<file path="config.mk">
export PLATFORM = sky130hd
export DESIGN_NAME = d_array_sink
export DESIGN_NICKNAME = d
export VERILOG_FILES = /design/src/rtl/d_array_sink.sv
export SDC_FILE = /design/constraint.sdc
export NUM_CORES = 1
export LEC_CHECK = 0
export CORE_MARGIN = 4
export CORE_UTILIZATION = 35
export CTS_BUF_LIST = sky130_fd_sc_hd__clkbuf_4
export DETAILED_ROUTE_END_ITERATION = 16
export PLACE_DENSITY = 0.57
export SLEW_MARGIN = 20
export SYNTH_ARGS = -nofsm -noshare
export SYNTH_HDL_FRONTEND = slang
export SYNTH_SLANG_ARGS = --single-unit
export TNS_END_PERCENT = 1
</file>
<file path="constraint.sdc">
create_clock -name clk -period 3.8 [get_ports clk]
set_input_delay 0.76 -clock clk [delete_from_list [all_inputs] [get_ports clk]]
set_output_delay 0.76 -clock clk [all_outputs]
set_load 0.01 [all_outputs]
</file>
<file path="src/rtl/d_array_sink.sv">
// d_array_sink: tracks one token through the five d_array taps; optional err_cnt output via D_ARRAY_SINK_ERRCNT_EN
module d_array_sink #(
  parameter int CNT_W   = 8,
  parameter int TIMEOUT = 16
) (
  input  logic             clk,
  input  logic             reset,
  input  logic             arm,
  input  logic             q1,
  input  logic             q2,
  input  logic             q3,
  input  logic             q4,
  input  logic             q5,
  output logic             busy,
  output logic [2:0]       pos,
  output logic             done,
  output logic             err,
  output logic [1:0]       err_code,
  output logic [CNT_W-1:0] trav_cnt
`ifdef D_ARRAY_SINK_ERRCNT_EN
  ,
  output logic [CNT_W-1:0] err_cnt
`endif
);
  typedef enum logic [2:0] {IDLE, WAIT, TRACK, DONE, ERROR} state_t;
  state_t           state_q;
  logic             busy_q, done_q, err_q;
  logic [2:0]       pos_q;
  logic [1:0]       code_q;
  logic [CNT_W-1:0] trav_q;
  logic [7:0]       tcnt_q;
  logic [4:0]       v;
  logic             multi;
  logic [7:0]       tnext;
  logic [1:0]       fault;
`ifdef D_ARRAY_SINK_ERRCNT_EN
  logic [CNT_W-1:0] ecnt_q;
  assign err_cnt = ecnt_q;
`endif
  // classify the sampled taps: 0 = legal, else the error code this sample would raise
  always_comb begin
    v = {q5, q4, q3, q2, q1};
    multi = (v & (v - 5'd1)) != 5'd0;
    tnext = tcnt_q + 8'd1;
    fault = 2'd0;
    if (state_q == WAIT)
      fault = (v == 5'd0) ? ((tnext == 8'(TIMEOUT)) ? 2'd3 : 2'd0) : ((v == 5'd1) ? 2'd0 : 2'd1);
    else if (state_q == TRACK)
      fault = multi ? 2'd1 : (pos_q == 3'd5) ? ((v <= 5'd1) ? 2'd0 : 2'd2)
                                              : ((v == 5'(6'd1 << pos_q)) ? 2'd0 : 2'd2);
  end
  // sequencer with registered outputs; arm low beats every pattern check
  always_ff @(posedge clk) begin
    if (reset) begin
      state_q <= IDLE;
      busy_q  <= 1'b0;
      pos_q   <= 3'd0;
      done_q  <= 1'b0;
      err_q   <= 1'b0;
      code_q  <= 2'd0;
      trav_q  <= '0;
      tcnt_q  <= 8'd0;
`ifdef D_ARRAY_SINK_ERRCNT_EN
      ecnt_q  <= '0;
`endif
    end else begin
      done_q <= 1'b0;
      case (state_q)
        IDLE: if (arm) begin
          state_q <= WAIT;
          busy_q  <= 1'b1;
          tcnt_q  <= 8'd0;
        end
        WAIT, TRACK: if (!arm) begin
          state_q <= IDLE;
          busy_q  <= 1'b0;
          pos_q   <= 3'd0;
        end else if (fault != 2'd0) begin
          state_q <= ERROR;
          busy_q  <= 1'b0;
          pos_q   <= 3'd0;
          err_q   <= 1'b1;
          if (!err_q) code_q <= fault;
`ifdef D_ARRAY_SINK_ERRCNT_EN
          if (ecnt_q != '1) ecnt_q <= ecnt_q + 1'b1;
`endif
        end else if (state_q == WAIT) begin
          if (v == 5'd0) tcnt_q <= tnext;
          else begin
            state_q <= TRACK;
            pos_q   <= 3'd1;
          end
        end else if (pos_q == 3'd5) begin
          done_q <= 1'b1;
          trav_q <= trav_q + 1'b1;
          if (v == 5'd0) begin
            state_q <= DONE;
            busy_q  <= 1'b0;
            pos_q   <= 3'd0;
          end else pos_q <= 3'd1;
        end else pos_q <= pos_q + 3'd1;
        DONE: begin
          state_q <= arm ? WAIT : IDLE;
          busy_q  <= arm;
          tcnt_q  <= 8'd0;
        end
        ERROR: if (!arm) state_q <= IDLE;
`ifdef D_ARRAY_SINK_ERRCNT_EN
        else begin
          state_q <= WAIT;
          busy_q  <= 1'b1;
          tcnt_q  <= 8'd0;
        end
`endif
        default: state_q <= IDLE;
      endcase
    end
  end
  assign busy     = busy_q;
  assign pos      = pos_q;
  assign done     = done_q;
  assign err      = err_q;
  assign err_code = code_q;
  assign trav_cnt = trav_q;
endmodule
</file>
Word level (Yosys, flattened, before mapping)
Cells that the tools add are included.
Widths: inputs -> output; s select.

word-level totals
  output and inout port bits = 16
  bits of input ports = 8
  word-level logic and storage cells = 94
  flip-flop bits (word level) = 27

cells by class
  shift operators = 1
  bitwise logic cells = 6
  equality and inequality tests = 21
  order comparisons = 1
  reductions and logical operators = 14
  multiplexer cells = 39
  add/subtract/negate cells = 4

operators by type and width
  kind                 count
  $mux 8               5
  $mux 3               13
  $pmux 8 s3           1
  $add 8x1->8 const B  2
  $mux 2               8
  $ne 4x4->1 const B   4
  $ne 5x5->1 const B   3
  $reduce_and 5->1     3
  $ne 2x2->1 const B   6
  $pmux 3 s4           1
  $mux 1               10
  $eq 8x5->1 const B   1
  $eq 3x2->1 const B   2
  $eq 3x3->1 const B   2
  $reduce_and 6->1     1
  $and 5x5->5          1
  $eq 5x1->1 const B   1
  $eq 5x5->1           1
  $le 5x1->1 const B   1
  $logic_not 5->1      1
  $not 1->1            5
  $reduce_bool 5->1    1
  $reduce_or 5->1      1
  $shl 1x3->5 const A  1
  other kinds (11)     11

Depth between registers and ports, before layout
Gate-level depths: netlist of run 1.

  word-level depth = 11
  mapped depth = 8
  gate-level depth less buffers = 8

Least setup slack after synthesis of run 1
OpenSTA, ideal clock, no wires.

  path type = input to register
  start point = input q2
  end point = register trav_q[7] (netlist: trav_cnt[7])
  path buffers = 1
  arrival time = 2732 ps
  slack = 997 ps
  setup time = 71 ps
  stages = 8
  data required time = 3729 ps
  cell sequence = buf_6 > or3_1 > o32a_1 > o31a_2 > o311ai_4 > nand2_4 > or4_1 > a21oi_1

on the way
  word-level cells in the longest chain between the ends = 9
  elaborated cells on any way between the ends = 18
  classes of those cells = add/sub: 1; order compare: 1; eq/ne: 2; mux: 8; bitwise: 2; reduce/logical: 4

ends and longest elaborated chain
  item                                         RTL line  source
  start, declared                              10        input logic q2,
  $sub 5x1->5, or another cell as far along    43        multi = (v & (v - 5'd1)) != 5'd0;
  $and 5x5->5, or another cell as far along    43
  $reduce_bool 5->1 or $mux 2 (tied branches)  43, 49
  $mux 2                                       49        fault = multi ? 2'd1 : (pos_q == 3'd5) ? ((v <= 5'd1) ? 2'd0 : 2'd2)
  $mux 2                                       48        else if (state_q == TRACK)
  $mux 2 *                                     46        if (state_q == WAIT)
  $reduce_bool 2->1 *                          78        end else if (fault != 2'd0) begin
  $not 1->1 (no source line) *                 -
  $reduce_and 5->1 (no source line) *          -
  end signal, assigned                         95        trav_q <= trav_q + 1'b1;
  end, declared                                30        logic [CNT_W-1:0] trav_q;

Every way passes the cells marked *; elsewhere a longest branch is shown, timed or not.
A chain may end at the register's enable or synchronous reset.

Final worst setup path of run 1
  start point = input q3
  end point = register done_q (netlist: done)

on the way
  word-level cells in the longest chain between the ends = 8
  elaborated cells on any way between the ends = 17
  classes of those cells = add/sub: 1; order compare: 1; eq/ne: 2; mux: 8; bitwise: 1; reduce/logical: 4

ends and longest elaborated chain
  item                                         RTL line  source
  start, declared                              11        input logic q3,
  $sub 5x1->5, or another cell as far along    43
  $and 5x5->5, or another cell as far along    43
  $reduce_bool 5->1 or $mux 2 (tied branches)  43, 49
  $mux 2                                       49
  $mux 2                                       48
  $mux 2 *                                     46
  $reduce_bool 2->1 *                          78
  $reduce_or 5->1 (no source line) *           -
  end signal, assigned                         58        done_q <= 1'b0;
  end signal, assigned                         67        done_q <= 1'b0;
  end signal, assigned                         94        done_q <= 1'b1;
  end, declared                                27        logic busy_q, done_q, err_q;

Marked as above.

==> results of run 1 <==
-- worst register-to-register path: cells and delay by family, from the launching register on --
kind,cells,cell delay [ns]
DFF,1,0.52
and+or+nand+nor,4,0.98
AOI/OAI and AO/OA,3,1.02
-- sequential cells by signal (all words and copies together), names as in the netlist --
signal	cells
done	1
err_code	2
tcnt_q	8
err	1
state_q	3
busy	1
trav_cnt	8
pos	3
-- per-stage QoR --
step                cells  instance area, sq um  power (uW)  setup slack [ns]    util
floorplan             198                  1619       344.2            0.9970       -
global placement      267                  1893       372.0            0.4170  0.4289
detailed placement    267                  1893       371.4            0.3552  0.4289
CTS                   271                  1923       507.9            0.6979  0.4357
global route          271                  1923       524.6            0.4976  0.4357
finish                271                  1923       501.0            0.6855  0.4357
-- layout make-up --
cell class | count | area share
clock buffer | 4 | 0.01561
tap | 52 | 0.03383
sequential | 27 | 0.2811
multi-input combinational | 157 | 0.5283
inverter | 5 | 0.009759
timing repair buffer | 26 | 0.1314
-- path summary, 6_finish.rpt --
| check | start | cells after the start | to | slack [ns] |
|---|---|---|---|---|
| setup / recovery | q3 | 8 | done | 0.69 |
| hold / removal | err_code[1] | 2 | err_code[1] | 0.49 |
| setup reg to reg | pos[1] | 7 | done | 1.23 |
| hold reg to reg | err_code[1] | 2 | err_code[1] | 0.49 |
-- routing by layer --
layer  up-vias  track usage  routed length [um]
met2        33       0.2183                1844
met5         -            0                   0
met4         0      0.03737                  42
met1       760       0.1785                1883
li1        789            -                   -
met3         4      0.02719                 145
-- logic make-up after synthesis --
logic type,after synthesis,share of synthesized area
AND/OR/NAND/NOR,90,0.2998
AO/OA/AOI/OAI,56,0.2597
flip-flops,27,0.3338
XOR/XNOR,6,0.03246
buffers and inverters,14,0.03864
multiplexers,2,0.01237
adder cells (fa/ha/maj),3,0.02319
-- cell usage in the layout, fill, tap and decap left out, drive strengths merged, types with 4 or more instances in the layout --
master         instances
inv                    5
clkbuf                 4
nor3                   5
a311oi                 4
nand4                  7
a21oi                 14
dfxtp                 27
xor2                   4
nand3                 11
nand2                 18
a22o                   4
nand2b                 5
clkdlybuf4s50         23
nor2                  20
o21ai                  8
or3                    7
-- power groups by stage --
stage                     combinational, uW  clock, uW  sequential [uW]
after floorplan                        46.6          0              298
after global placement                 72.2          0              300
after detailed placement               71.9          0              300
after CTS                              72.3        142              293
after global routing                   79.9        150              294
final                                  72.2        135              294
==> impl_metrics.ini, run 1 <==
[synthesis]
ys.flop_type = dfxtp_1
syn_inst = 198
synth_area_sq_um = 1619
avgSynthCellArea_sq_um = 8.177
ys_warn_count = 0
synth_most_common_cell = dfxtp_1
synth-seq-area-share = 0.3338
yosysTopAreaCell = dfxtp_1
synth_edf_count = 0
synth-seq-cells = 27
synth_fp_nets = 209
async_flop_share = 0
synth_cell_type_count = 53
synth.area.top_cells = dfxtp_1 33%, nor2_1 4.6%, a21oi_1 4.3%, nand2_1 3.9%, nand3_1 3.1%
synth_top_cell_area_share = 0.3338
synth_common_cells = 27 x dfxtp_1, 20 x nor2_1, 17 x nand2_1

[power]
sw_frac_of_total = 0.2678
switchingPower_uw = 134.2
intPower_uw = 366.8
powerDensity_nw_per_um2 = 260.5
seqPwrFrac = 0.586
peakVddDrop_uv = 148.5
clockPowerShare = 0.270
combPwrFrac = 0.144
leakagePower_uw = 0.0006585

[floorplan]
ios = 24
fp.dieW_um = 76.02
die-area_sq_um = 5778
num_rows = 24
initial_core_util = 0.3668
fp.dieH_um = 76.02
core_sq_um = 4414

[timing]
hold_viol = 0
timing.final.crit_share = 0.8196
relSlewSlack = 0.6423
fin_skew_ns = 0.007786
rsz0062_at_grt = no
setup_viol = 0
hold_slack_ns = 0.4942
fin_tns_setup_ns = 0
fin_crit_ns = 3.114
fmax_mhz = 321.1
tightest_slew_ns = 0.5353
slew_violations = 0

[clock_network]
clock-sinks = 27
post_cts_buffers = 0
htreeDepth = 1
cts_root_buffer = clkbuf_4
clk_path_buf_depth = 2
path_clk_slew_ns = 0.15
cts_made_buffers = 3
cts_tree = done
clkLatencyLatePin_ns = 0.33
cts_resized = 0
hold_buffers = 0

[worst_hold_path]
hold_class = reg -> reg

[detailed_routing]
num_vias = 1586
firstDrtPassIters = 4
wire_per_inst_um = 14.45
drc = 0
first_iter_violations = 42
ant_nets = 0
wirelength_mm = 3.916
viasPerCell = 5.852

[global_route]
grt_start_max_net_pins = 19
antenna_found_initial = 0
grt_use_total = 0.1341
first_global_vias = 1487
grt_pass1_wl_mm = 6.782
gr-total-overflow = 0

[placed_design]
hpwlAfterDp_mm = 2.975
gp_congestion = 0.8089
io_buffers = 23

[cells_and_area]
nets = 231
multi_input_area_sq_um = 1016
final_layout_size_suffix_gt1_frac = 0.07763
seqCellArea_sq_um = 540.5
diodes = 0
syn2layout_area_growth_pct = 18.78
fill_cells = 456

[setup_path]
cp.required_ns = 4.07
critPathMaxStageDelay_ns = 0.57
worstPathCellList = clkdlybuf4s50_1 -> or2b_1 -> o32a_1 -> o31a_2 -> o311ai_4 -> nand3_2 -> or3_1 -> nor3b_2
cp_num_buf_inv = 1
crit_type = in -> reg
crit_slowest_cell = clkdlybuf4s50_1
crit_family = simple AND/OR/NAND/NOR gates
worst_setup_path_start_kind = input port
cp.arrival_ns = 3.39
critPathCaptureType = flop
path_max_fanout = 10

[job]
drv_cap = 0

[run_status]
status = completed
(Power assumes the default switching activity.)
==> run 2: changes to the inputs <==
--- a/config.mk
+++ b/config.mk
@@ -9,7 +9,7 @@
 export CORE_UTILIZATION = 35
 export CTS_BUF_LIST = sky130_fd_sc_hd__clkbuf_4
 export DETAILED_ROUTE_END_ITERATION = 16
-export PLACE_DENSITY = 0.57
+export PLACE_DENSITY = 0.59
 export SLEW_MARGIN = 20
 export SYNTH_ARGS = -nofsm -noshare
 export SYNTH_HDL_FRONTEND = slang
==> constraint.sdc (replaced) <==
create_clock -name clk -period 2.8 [get_ports clk]
set_input_delay 0.56 -clock clk [delete_from_list [all_inputs] [get_ports clk]]
set_output_delay 0.56 -clock clk [all_outputs]
set_load 0.01 [all_outputs]
==> run 2 against run 1 <==
  * Final area grew 9.2%
  * Global-route usage grew 0.92 points
  * Total power grew 39%
  * First-iteration DRC count grew 57%
  * Wire length grew 2.4%
  * Clock power grew 35%
  * Worst setup slack lost 0.51 ns
  * Critical path type unchanged
  * Critical endpoint unchanged
==> impl_metrics.ini, run 2 (synthesized netlist as in run 1, its figures left out) <==
[global_route]
gr-total-overflow = 0
antenna_found_initial = 0
first_global_vias = 1563
grt_start_max_net_pins = 17
grt_use_total = 0.1433
grt_pass1_wl_mm = 7.169

[floorplan]
die-area_sq_um = 5778
core_sq_um = 4414
initial_core_util = 0.3668
ios = 24
fp.dieW_um = 76.02
num_rows = 24
fp.dieH_um = 76.02

[clock_network]
path_clk_slew_ns = 0.14
clk_path_buf_depth = 2
clock-sinks = 27
clkLatencyLatePin_ns = 0.35
htreeDepth = 1
post_cts_buffers = 0
cts_root_buffer = clkbuf_4
cts_tree = done
cts_made_buffers = 3

[detailed_routing]
ant_nets = 0
firstDrtPassIters = 4
wire_per_inst_um = 13.64
num_vias = 1630
wirelength_mm = 4.010
drc = 0
first_iter_violations = 66
viasPerCell = 5.544

[timing]
hold_viol = 0
setup_ws_ns = 0.1751
tightest_slew_ns = 0.5030
fin_crit_ns = 2.625
rsz0062_at_grt = no
fin_skew_ns = 0.02398
setup_viol = 0
fmax_mhz = 381.0
timing.final.crit_share = 0.9375
relSlewSlack = 0.6647
slew_violations = 0

[setup_path]
r2r_cells = 10
cp_num_cells = 9
crit_family = simple AND/OR/NAND/NOR gates
path_max_fanout = 7
crit_slowest_cell = clkdlybuf4s50_1
cp_num_buf_inv = 2
crit_path_frequent_cell = or3_1
worst_setup_path_start_kind = input port
cp.required_ns = 3.07
worstPathCellList = clkdlybuf4s50_1 -> or3_1 -> o32a_1 -> o31a_2 -> o311ai_4 -> buf_4 -> nand3_2 -> or3_1 -> nor3b_2
crit_type = in -> reg
critPathCaptureType = flop
critPathMaxStageDelay_ns = 0.48
cp.arrival_ns = 2.89

[placed_design]
io_buffers = 23
gp_congestion = 0.8062
dpl_cell_area_sq_um = 2066
hpwlAfterDp_mm = 3.134
post-place-ws_ns = -0.2338

[cells_and_area]
final_common_cell = dfxtp_1
design_area_sq_um = 2100
nets = 254
layout_common_cells = 27 x dfxtp_1, 26 x buf_4, 22 x clkdlybuf4s50_1, 20 x nor2_1, 17 x nand2_1
utilization = 0.4756
final_layout_size_suffix_gt1_frac = 0.1653
syn2layout_area_growth_pct = 29.68
fill_cells = 433
diodes = 0

[run_status]
status = completed

[job]
drv_cap = 0

[worst_hold_path]
hold_class = reg -> reg
whs_path_depth = 2

[power]
peakVddDrop_uv = 197.8
leakagePower_uw = 0.0007730
powerDensity_nw_per_um2 = 332.8
-- run 2: per-stage QoR --
| stage | setup TNS, ns | std cells | hold slack, ns | total power (uW) |
|---|---|---|---|---|
| after floorplan | 0 | 198 | 0.4547 | 467.2 |
| after global placement | -2.533 | 290 | 0.4705 | 524.0 |
| after detailed placement | -3.007 | 290 | 0.4733 | 524.1 |
| after CTS | 0 | 294 | 0.4983 | 711.0 |
| after global routing | 0 | 294 | 0.5103 | 736.3 |
| final | 0 | 294 | 0.4968 | 698.7 |
-- run 2: report_power, final --
group          internal (uW)  switching (uW)  leakage (uW)
sequential               390            7.94      0.000218
clock                   54.8             128     0.0000139
combinational           57.9            60.3      0.000541
total                    503             196      0.000773
-- run 2: worst paths after layout --
path	slack [ns]	endpoint	from
worst min register to register	0.50	tcnt_q[7]	tcnt_q[7]
worst min-delay path	0.50	tcnt_q[7]	tcnt_q[7]
worst max register to register	0.35	pos[1]	tcnt_q[1]
worst max-delay path	0.18	done	q2
-- run 2: routing by layer --
metal,up-vias,part of all wire,wire length (um),GRT usage
met2,33,0.45,1810,0.2277
met3,2,0.045,181,0.03546
met1,754,0.50,2003,0.1962
met4,0,0.0037,15,0.02847
li1,841,-,-,-
met5,-,0,0,0
-- run 2: area by class of cell --
type / count / area (sq um) / area share
clock inverters: 1 / 7.507 / 0.003576
repair buffers: 49 / 427.9 / 0.2038
flip-flops and latches: 27 / 540.5 / 0.2574
inverters: 5 / 18.77 / 0.008939
clock buffers: 3 / 22.52 / 0.01073
well taps: 52 / 65.06 / 0.03099
multi-input cells: 157 / 1017 / 0.4845
-- run 2: worst min-delay path, delay by kind of cell, from the launching register on --
| family | cells | cell delay, ns |
|---|---|---|
| AO/OA/AOI/OAI | 2 | 0.13 |
| flip-flops | 1 | 0.34 |
-- run 2: timing repair --
action	4_1_cts	5_1_grt
endpoints found under the setup margin	0	3
hold buffers	0	0
gates resized for setup	0	2
